<file path="config.mk">
export PLATFORM = sky130hd
export DESIGN_NAME = mem_port_arb
export DESIGN_NICKNAME = d
export VERILOG_FILES = /design/src/rtl/otter_mem_pkg.sv /design/src/rtl/prog_hold_cnt.sv /design/src/rtl/mem_port_arb.sv
export SDC_FILE = /design/constraint.sdc
export NUM_CORES = 1
export LEC_CHECK = 0
export CORE_AREA = 2 2 81 83
export DETAILED_ROUTE_END_ITERATION = 12
export DIE_AREA = 0 0 83 85
export HOLD_SLACK_MARGIN = 0.15
export PLACE_DENSITY = 0.81
export SYNTH_ARGS = -nofsm -noshare
export SYNTH_HDL_FRONTEND = slang
export SYNTH_SLANG_ARGS = --single-unit
</file>
<file path="constraint.sdc">
create_clock -name CLK -period 2.4 [get_ports CLK]
set_clock_uncertainty 0.2 [all_clocks]
set_input_delay 0.6 -clock CLK [delete_from_list [all_inputs] [get_ports CLK]]
set_output_delay 0.6 -clock CLK [all_outputs]
set_load 0.05 [all_outputs]
</file>
<file path="src/rtl/otter_mem_pkg.sv">
// Shared types and constants for the memory port-2 arbiter.
package otter_mem_pkg;

    typedef enum logic [1:0] {
        ST_IDLE    = 2'd0,
        ST_PROG    = 2'd1,
        ST_IO_WAIT = 2'd2
    } arb_state_e;

    localparam logic [1:0] SIZE_BYTE = 2'b00;
    localparam logic [1:0] SIZE_HALF = 2'b01;
    localparam logic [1:0] SIZE_WORD = 2'b10;

    localparam logic [3:0] IO_BASE_NIB_DEF = 4'h1;
    localparam int unsigned HOLD_W = 4;

    typedef struct packed {
        logic [31:0] addr;
        logic [31:0] din;
        logic [1:0]  size;
        logic        sign;
        logic        rd;
        logic        wr;
    } port_t;

    localparam port_t PORT_IDLE = '0;

endpackage

</file>
<file path="src/rtl/prog_hold_cnt.sv">
// Programmer ownership hold counter: load to HOLD, decrement, zero flag.
module prog_hold_cnt
    import otter_mem_pkg::*;
#(
    parameter logic [HOLD_W-1:0] HOLD = 4'd4
) (
    input  logic              clk,
    input  logic              rst,
    input  logic              load,
    input  logic              dec,
    output logic [HOLD_W-1:0] cnt,
    output logic              zero
);

    logic [HOLD_W-1:0] cnt_q;
    logic [HOLD_W-1:0] cnt_d;

    always_comb begin
        cnt_d = cnt_q;
        if (load) begin
            cnt_d = HOLD;
        end else if (dec && (cnt_q != '0)) begin
            cnt_d = cnt_q - 1'b1;
        end
    end

    always_ff @(posedge clk) begin
        if (rst) begin
            cnt_q <= '0;
        end else begin
            cnt_q <= cnt_d;
        end
    end

    assign cnt  = cnt_q;
    assign zero = (cnt_q == '0);

endmodule

</file>
<file path="src/rtl/mem_port_arb.sv">
// Arbitrates memory port 2 between the CPU memory stage and the programmer.
// Define MEM_ARB_IO_WAIT_EN to add a one-cycle wait state on IO-region reads.
module mem_port_arb
    import otter_mem_pkg::*;
#(
    parameter int unsigned PROG_HOLD   = 4,
    parameter logic [3:0]  IO_BASE_NIB = IO_BASE_NIB_DEF
) (
    input  logic        CLK,
    input  logic        RST,
    input  logic        cpu_rd,
    input  logic        cpu_wr,
    input  logic [31:0] cpu_addr,
    input  logic [31:0] cpu_din,
    input  logic [1:0]  cpu_size,
    input  logic        cpu_sign,
    input  logic        prg_we,
    input  logic [31:0] prg_addr,
    input  logic [31:0] prg_data,
    output logic [31:0] mem_addr2,
    output logic [31:0] mem_din2,
    output logic [1:0]  mem_size,
    output logic        mem_sign,
    output logic        mem_read2,
    output logic        mem_write2,
    output logic        cpu_stall,
    output logic        cpu_rvalid,
    output logic        prog_active
);

`ifdef MEM_ARB_IO_WAIT_EN
    localparam bit IO_WAIT_EN = 1'b1;
`else
    localparam bit IO_WAIT_EN = 1'b0;
`endif

    arb_state_e state_q, state_d;
    logic       rd_pend_q, rd_pend_d;

    logic              cnt_load;
    logic              cnt_dec;
    logic [HOLD_W-1:0] cnt;
    logic              cnt_zero;

    port_t port;
    logic  stall;
    logic  owner_prg;
    logic  io_wait_rd;

    prog_hold_cnt #(
        .HOLD (HOLD_W'(PROG_HOLD))
    ) u_hold_cnt (
        .clk  (CLK),
        .rst  (RST),
        .load (cnt_load),
        .dec  (cnt_dec),
        .cnt  (cnt),
        .zero (cnt_zero)
    );

    assign io_wait_rd = IO_WAIT_EN && (cpu_addr[31:28] == IO_BASE_NIB);

    always_comb begin
        state_d   = state_q;
        rd_pend_d = 1'b0;
        cnt_load  = 1'b0;
        cnt_dec   = 1'b0;
        port      = PORT_IDLE;
        stall     = 1'b0;
        owner_prg = 1'b0;

        unique case (state_q)
            ST_IDLE: begin
                if (prg_we) begin
                    port      = '{addr: prg_addr, din: prg_data, size: SIZE_WORD,
                                  sign: 1'b0, rd: 1'b0, wr: 1'b1};
                    stall     = 1'b1;
                    owner_prg = 1'b1;
                    cnt_load  = 1'b1;
                    state_d   = ST_PROG;
                end else if (cpu_wr) begin
                    port = '{addr: cpu_addr, din: cpu_din, size: cpu_size,
                             sign: cpu_sign, rd: 1'b0, wr: 1'b1};
                end else if (cpu_rd) begin
                    port = '{addr: cpu_addr, din: 32'h0, size: cpu_size,
                             sign: cpu_sign, rd: 1'b1, wr: 1'b0};
                    if (io_wait_rd) begin
                        stall   = 1'b1;
                        state_d = ST_IO_WAIT;
                    end else begin
                        rd_pend_d = 1'b1;
                    end
                end
            end
            ST_PROG: begin
                stall     = 1'b1;
                owner_prg = 1'b1;
                if (prg_we) begin
                    port     = '{addr: prg_addr, din: prg_data, size: SIZE_WORD,
                                 sign: 1'b0, rd: 1'b0, wr: 1'b1};
                    cnt_load = 1'b1;
                end else begin
                    cnt_dec = 1'b1;
                    // Leave as the counter steps from 1 to 0 so ownership lasts PROG_HOLD idle cycles.
                    if (cnt_zero || (cnt == HOLD_W'(1))) begin
                        state_d = ST_IDLE;
                    end
                end
            end
            ST_IO_WAIT: begin
                stall     = 1'b1;
                rd_pend_d = 1'b1;
                state_d   = ST_IDLE;
            end
            default: begin
                state_d = ST_IDLE;
            end
        endcase
    end

    always_ff @(posedge CLK) begin
        if (RST) begin
            state_q   <= ST_IDLE;
            rd_pend_q <= 1'b0;
        end else begin
            state_q   <= state_d;
            rd_pend_q <= rd_pend_d;
        end
    end

    // Reset masks everything so an aborted PROG/IO_WAIT cannot leak an access.
    always_comb begin
        if (RST) begin
            mem_addr2   = 32'h0;
            mem_din2    = 32'h0;
            mem_size    = 2'b00;
            mem_sign    = 1'b0;
            mem_read2   = 1'b0;
            mem_write2  = 1'b0;
            cpu_stall   = 1'b0;
            cpu_rvalid  = 1'b0;
            prog_active = 1'b0;
        end else begin
            mem_addr2   = port.addr;
            mem_din2    = port.din;
            mem_size    = port.size;
            mem_sign    = port.sign;
            mem_read2   = port.rd;
            mem_write2  = port.wr;
            cpu_stall   = stall;
            cpu_rvalid  = rd_pend_q;
            prog_active = owner_prg;
        end
    end

endmodule

</file>
* Word-level counts from Yosys, hierarchy flattened *
Cells that the tools add are included.

word-level totals
  flip-flop bits (word level) = 7
  logic and storage cells = 51
  bits of input ports = 136

cells by class
  reductions and logical operators = 10
  muxes and demuxes = 30
  equality and inequality tests = 6
  add/sub/neg operators = 1

operators with widths
  cell                   number
  $mux W69               4
  $pmux W69 S2           1
  $mux W32               2
  $mux W1                13
  $mux W2                4
  $mux W3                2
  $ne A2 B2 Y1 const B   3
  $pmux W1 S2            3
  $reduce_or A2 Y1       3
  $eq A4 B1 Y1 const B   1
  $logic_not A4 Y1       1
  $pmux W2 S2            1
  $reduce_bool A4 Y1     1
  $sub A4 B1 Y4 const B  1
  $reduce_and A3 Y1      1
  $eq A2 B1 Y1 const B   1
  $eq A2 B2 Y1 const B   1
  $logic_not A2 Y1       1
  $reduce_bool A2 Y1     1
  $logic_and A1 B1 Y1    1
  $logic_or A1 B1 Y1     1

* Depth between registers and ports, before layout *
Gate-level depths: netlist of run 1.

  depth after elaboration = 5
  depth in mapped cells = 5
  mapped depth without buffers = 5

* Cells and area by module *
From an unflattened synthesis of run 1, not the netlist that was laid out.

unflattened totals
  cell total of the unflattened synthesis = 128
  area total of the unflattened synthesis = 1,127.3 sq um

by module, submodules not included
  module         times used  area each (sq um)  cells an instance  seq. area each (sq um)
  mem_port_arb   1           908.4              102                40.0
  prog_hold_cnt  1           219.0              26                 80.1

* Worst setup path after synthesis of run 1 *
No wires, ideal clock.

  kind = input port to output port
  from = input port prg_we
  to = output port mem_read2
  slack = -0.843 ns
  stages on the path = 3
  data arrival time = 2.443 ns
  path buffers = 2
  cell sequence = clkbuf_1 buf_2 nor4_1

between the ends
  cells in the longest elaborated chain, start to end = 3

RTL lines
  item             RTL line             RTL
  start, declared  mem_port_arb.sv:17   input logic prg_we,
  $mux W69         mem_port_arb.sv:74   if (prg_we) begin
  $pmux W69 S2     mem_port_arb.sv:72   unique case (state_q)
  $mux W1          mem_port_arb.sv:133  if (RST) begin
  end, declared    mem_port_arb.sv:24   output logic mem_read2,

No other way between the ends.

* Worst setup path after layout of run 1 *
  from = input port prg_we
  to = output port mem_addr2[20]

between the ends
  cells in the longest elaborated chain, start to end = 3
  elaborated cells between the ends (all ways) = 4
  those cells by class = 4 x mux

RTL lines
  item                         RTL line                                RTL
  $mux W69 (on tied branches)  mem_port_arb.sv:98, mem_port_arb.sv:74
  $pmux W69 S2 (*)             mem_port_arb.sv:72
  $mux W32 (*)                 mem_port_arb.sv:133
  end, declared                mem_port_arb.sv:20                      output logic [31:0] mem_addr2,

Mark *: on every way between the ends. The rest lies on a longest branch, timed or not.

==> results.toml, run 1 <==
[run_status]
status = "complete, but fails checks"
violations = "negative setup slack"

[synthesis]
synthAdderAreaFrac_pct = 1.99
synthXorXnorAreaFrac_pct = 0
synth_top_family_by_area = "compound AO/OA/AOI/OAI gates"
synthSimpleGateAreaFrac_pct = 31.3
seq_area_frac_synth_pct = 9.55
syn_inst = 201
syn_nets = 339
yosysUniqueCellTypes = 31
synthMuxAreaShare_pct = 0.796
synth_area_leaders = "a32oi_1 (22%), nor2_1 (21%), a22oi_1 (19%)"
synth_compound_area_share_pct = 45.4
mappedNetlistArea_um2 = 1260
synth_area_leader_cell = "a32oi_1"
syn_avg_cell_area_um2 = 6.26
ys_seq_elements = 6
synth_top_cell_area_share_pct = 22.3
yosysWarnings = 0

[final_layout]
instances_no_fill = 485
antenna_cells = 0
ff_latch_area_um2 = 120
synthToLayoutAreaGrowth_pct = 335
nets = 548
fillers = 249
drive_gt1_share_pct = 58.3
multiInputGateArea_um2 = 2010

[clock_tree]
clk_pin_slew_ns = 0.04
cts_buffers = 3
root_buffer = "clkbuf_8"
cts_buffer_depth = 2
cts_tree = "yes"
htree_num_levels = 1
ctsHoldBuffers = 0
clock_sinks = 6
clkLatencyLatePin_ns = 0.23

[sta]
fmax_mhz = 398
fin_ws_ns = -0.115
hold_viol_final = 0
worstMarginPinSlew_ns = 0.441
fin_crit_sh_pct = 105
whs_ns = 0.312
finalSetupViolCount = 65
slew_headroom_pct = 70.2
slew_violations = 0
grt_setup_unrepaired = "yes"
fin_crit_ns = 2.52
tns_ns = -4.53

[routing]
drc = 0
wl_um = 12400
route.vias.total = 2789
ant_nets = 0
first_iter_violations = 109
drt_pass1_iterations = 4
viasPerCell = 5.75
routedWlPerCell_um = 25.5

[global_routing]
grt_max_degree = 33
antenna_found_initial = 0
grt_pass1_vias = 3076
grt_pass1_wl_um = 18000
grt_usage_pct = 32.5
grt_overflow = 0

[worst_setup_path]
cp_max_fo = 11
r2r_start = "u_hold_cnt.cnt[0]"
ff2ff_path_depth = 5
cp.required_ns = 1.60
r2r_slack_ns = 0.58
start_kind = "input port"
worstSetupPathType = "in -> out"
cp-end-kind = "output pin"
r2r_end = "u_hold_cnt.cnt[0]"
arrival_ns = 1.72

[floorplanning]
die_w_um = 83
top_level_ports = 208
start_util_pct = 20.3
die_h_um = 85
die-area_um2 = 7060
core_area_um2 = 6200
std_cell_rows = 29

[power_and_ir_drop]
cellPowerDensity_nw_per_um2 = 296
vdd_drop_max_mv = 0.224
finalPower_mw = 1.62
power_leakage_nw = 1.85

[min_path]
holdPathStages = 2
hold_start = "u_hold_cnt.cnt[1]"
holdPathEnd = "u_hold_cnt.cnt[1]"
hold_path.class = "reg -> reg"

[placement]
dpl.cell_count = 473
gp_congestion = 0.850
preCtsSetupSlack_ns = -0.499
port_buffers = 207
hpwl_um = 6740

[flow_run]
maxCapViolCount = 0
-- where the power goes --
| part | leakage, nW | internal, mW | switching, mW | total (mW) |
|---|---|---|---|---|
| sequential | 0.0490 | 0.104 | 0.00468 | 0.108 |
| combinational | 1.78 | 0.677 | 0.681 | 1.36 |
| clock | 0.0216 | 0.108 | 0.0447 | 0.152 |
-- cell usage in the layout, fill, tap and decap left out, types with 2 or more instances in the layout --
cell	count
clkdlybuf4s50_1	131
buf_12	75
nor2_4	47
a22oi_2	32
nor2_2	16
a32oi_2	15
a32oi_4	15
buf_6	10
buf_4	10
nor2_1	8
dfxtp_1	6
buf_16	5
inv_1	3
nor3b_4	3
clkbuf_8	3
a32oi_1	2
a21oi_1	2
nor3_1	2
nor4_1	2
ha_1	2
-- sequential cells by signal (all words and copies together), names as in the netlist --
signal / cells
state_q: 1
rd_pend_q: 1
u_hold_cnt.cnt: 4
-- per-layer routing --
metal	track usage [%]	routed length [µm]	part of all wire, %	vias to the layer above
met2	60.0	6670	54	205
li1	-	-	-	1195
met3	8.56	892	7.2	43
met4	16.5	546	4.4	0
met5	0	0	0	-
met1	33.8	4260	34	1346
-- worst max-delay path, cell delays in order --
cell and delay [ns]:
buf_6 0.12, nor2_4 0.19, bufbuf_16 0.36, a32oi_4 0.14, nor2_4 0.14, buf_12 0.15
-- kinds of logic after synthesis --
kind of cell | count (synthesis)
muxes | 1
and+or+nand+nor | 89
AOI/OAI and AO/OA | 71
DFF | 6
buffers and inverters | 32
adders and majority gates | 2
-- final cells by class --
cell class	instances	share of cell area [%]
repair buffers	233	58.3
multi-input cells	163	36.8
clock buffers	3	0.755
well taps	77	1.76
flip-flops and latches	6	2.20
inverters	3	0.206
-- stage by stage --
stage	instance area [µm²]	utilization, %
floorplan	1720	-
global placement	4610	74.3
detailed placement	4610	74.3
CTS	5430	87.5
global route	5470	88.1
finish	5470	88.1
-- cells in the mapped netlist --
cell	instances
nor2_2	1
dfxtp_1	6
or3b_1	1
clkbuf_1	15
a21oi_1	2
a22oi_1	32
nand2_1	2
inv_1	3
a32oi_1	32
or3_1	1
a311o_1	1
o21ai_0	1
nor3_1	2
and4b_2	1
nor2_1	70
mux2i_1	1
a211oi_1	1
buf_1	2
nor4b_1	1
or2_2	1
nand3b_1	1
nor3b_2	1
a2111o_1	1
nor3b_1	2
a31oi_1	1
buf_4	1
nand2b_1	1
ha_1	2
nor2b_1	1
nor4_1	3
buf_2	11
-- repair_timing --
item / CTS / global route
pin swaps: 72 / 12
gates resized for setup: 100 / 14
buffers inserted: 5 / 0
endpoints found under the hold margin: 0 / 0
setup endpoints to repair: 68 / 67
gates cloned: 7 / 0
-- how the worst max path moves through the flow --
stage                     depth (start not counted)    from            end  slack [ns]
after floorplan                                   3  prg_we      mem_read2       -0.27
after global placement                            6  cpu_rd   mem_addr2[0]       -0.43
after detailed placement                          6  cpu_rd   mem_addr2[1]       -0.50
after CTS                                         9  cpu_wr   mem_din2[10]       -0.14
after global routing                              8  cpu_wr   mem_din2[23]       -0.15
final                                             6  prg_we  mem_addr2[20]       -0.12
Note: power is estimated with default switching activity, not from simulation.
==> run 2, diff against run 1 <==
MAX_ROUTING_LAYER = met4   (was unset)
==> run 2 against run 1 <==
The flow still finishes with violations (negative setup slack). Worst setup slack worse by 0.0066 ns. Combinational power hardly changed. Clock power about the same. Power is essentially flat. Sequential power is essentially flat.
==> results.toml, run 2 (same netlist as run 1, synthesis figures left out) <==
[run_status]
status = "complete, but fails checks"
violations = "negative setup slack"

[final_layout]
final_common_cell = "clkdlybuf4s50_1"
instances_no_fill = 485
largest_reg_flops = 4
synthToLayoutAreaGrowth_pct = 335
drive_gt1_share_pct = 58.3
fillers = 249
nets = 548
fin_util_pct = 88.1
antenna_cells = 0
mostFrequentLayoutCells = "clkdlybuf4s50_1 (131), buf_12 (75), nor2_4 (47)"

[clock_tree]
cts_buffer_depth = 2
root_buffer = "clkbuf_8"
cts_tree = "yes"
htree_num_levels = 1
clock_sinks = 6
clkLatencyLatePin_ns = 0.23
ctsHoldBuffers = 0
cts_buffers = 3
clk_pin_slew_ns = 0.04

[flow_run]
maxCapViolCount = 0

[global_routing]
grt_max_degree = 33
grt_pass1_vias = 3084
grt_pass1_wl_um = 18000
antenna_found_initial = 0
grt_overflow = 0
grt_usage_pct = 33.5

[sta]
fin_crit_sh_pct = 105
tns_ns = -4.61
slew_violations = 0
hold_viol_final = 0
fmax_mhz = 397
fin_ws_ns = -0.122
finalSetupViolCount = 65
slew_headroom_pct = 70.1
grt_setup_unrepaired = "yes"
worstMarginPinSlew_ns = 0.442
fin_crit_ns = 2.52

[placement]
port_buffers = 207
preCtsSetupSlack_ns = -0.499
gp_congestion = 0.863
dpl.cell_count = 473
hpwl_um = 6740

[worst_setup_path]
start_kind = "input port"
cp_max_fo = 11
r2r_end = "u_hold_cnt.cnt[0]"
arrival_ns = 1.72
critPathCapture = "mem_addr2[11]"
ff2ff_path_depth = 5
cp.required_ns = 1.60
crit_path_start = "prg_we"
r2r_slack_ns = 0.57
worstSetupPathType = "in -> out"
r2r_start = "u_hold_cnt.cnt[0]"
cp-end-kind = "output pin"

[routing]
drt_pass1_iterations = 4
wl_um = 12400
drc = 0
routedWlPerCell_um = 25.6
ant_nets = 0
viasPerCell = 5.75
route.vias.total = 2788
first_iter_violations = 92

[power_and_ir_drop]
pwr-share-comb_pct = 83.9
power_frac_seq_pct = 6.7
p_clk_share_pct = 9.4
vdd_drop_max_mv = 0.224
finalPower_mw = 1.62
cellPowerDensity_nw_per_um2 = 296
p_sw_mw = 0.730
power_leakage_nw = 1.85
p_sw_share_pct = 45.1
p_int_mw = 0.889

[floorplanning]
die_h_um = 85
top_level_ports = 208
die_w_um = 83
die-area_um2 = 7060
start_util_pct = 20.3
core_area_um2 = 6200
std_cell_rows = 29

[min_path]
hold_path.class = "reg -> reg"
[run 2: cell counts in the layout (fill, tap and decap cells not counted)]
Identical to the previous run, type by type.
[run 2: worst min path at each step]
stage | depth (start not counted) | slack, ns | end | from
after CTS | 2 | 0.30 | u_hold_cnt.cnt[1] | u_hold_cnt.cnt[1]
final | 2 | 0.31 | u_hold_cnt.cnt[1] | u_hold_cnt.cnt[1]
after floorplan | 2 | 0.27 | u_hold_cnt.cnt[1] | u_hold_cnt.cnt[1]
after global routing | 2 | 0.34 | u_hold_cnt.cnt[1] | u_hold_cnt.cnt[1]
after detailed placement | 2 | 0.29 | u_hold_cnt.cnt[1] | u_hold_cnt.cnt[1]
after global placement | 2 | 0.29 | u_hold_cnt.cnt[1] | u_hold_cnt.cnt[1]
[run 2: cell type report]
type / count / area [µm²] / share of cell area, %
Clock buffer: 3 / 41.3 / 0.755
Inverter: 3 / 11.3 / 0.206
Multi-Input combinational cell: 163 / 2010 / 36.8
Sequential cell: 6 / 120 / 2.20
Tap cell: 77 / 96.3 / 1.76
Timing Repair Buffer: 233 / 3190 / 58.3
[run 2: layer usage]
| metal | GRT usage, % | vias to the layer above | share of wire (%) |
|---|---|---|---|
| met5 | - | - | 0 |
| met4 | 16.5 | 0 | 4.5 |
| met3 | 6.61 | 43 | 6.0 |
| met2 | 60.0 | 199 | 54 |
| met1 | 35.1 | 1351 | 35 |
| li1 | - | 1195 | - |
[run 2: repair_timing]
action,CTS,global route
endpoints found under the setup margin,68,67
gates resized for setup,100,14
setup buffers,5,0
pin swaps,72,12
gates cloned,7,0
[run 2: per-stage QoR]
| step | hold WS [ns] | cell area (µm²) |
|---|---|---|
| after floorplan | 0.269 | 1720 |
| after global placement | 0.286 | 4610 |
| after CTS | 0.299 | 5430 |
| after global routing | 0.337 | 5470 |
| final | 0.312 | 5470 |
| after detailed placement | 0.294 | 4610 |
[run 2: power by group through the flow]
stage                     clock (mW)  sequential (mW)  combinational, mW
after floorplan                    0            0.107              0.520
after global placement             0            0.109               1.10
after detailed placement           0            0.109               1.12
after CTS                      0.156            0.108               1.31
after global routing           0.164            0.109               1.39
final                          0.152            0.108               1.36
[run 2: critical path, cell delays in order]
cell and delay, ns:
buf_6 0.12, nor2_4 0.19, bufbuf_16 0.37, a32oi_4 0.14
nor2_4 0.15, buf_12 0.15
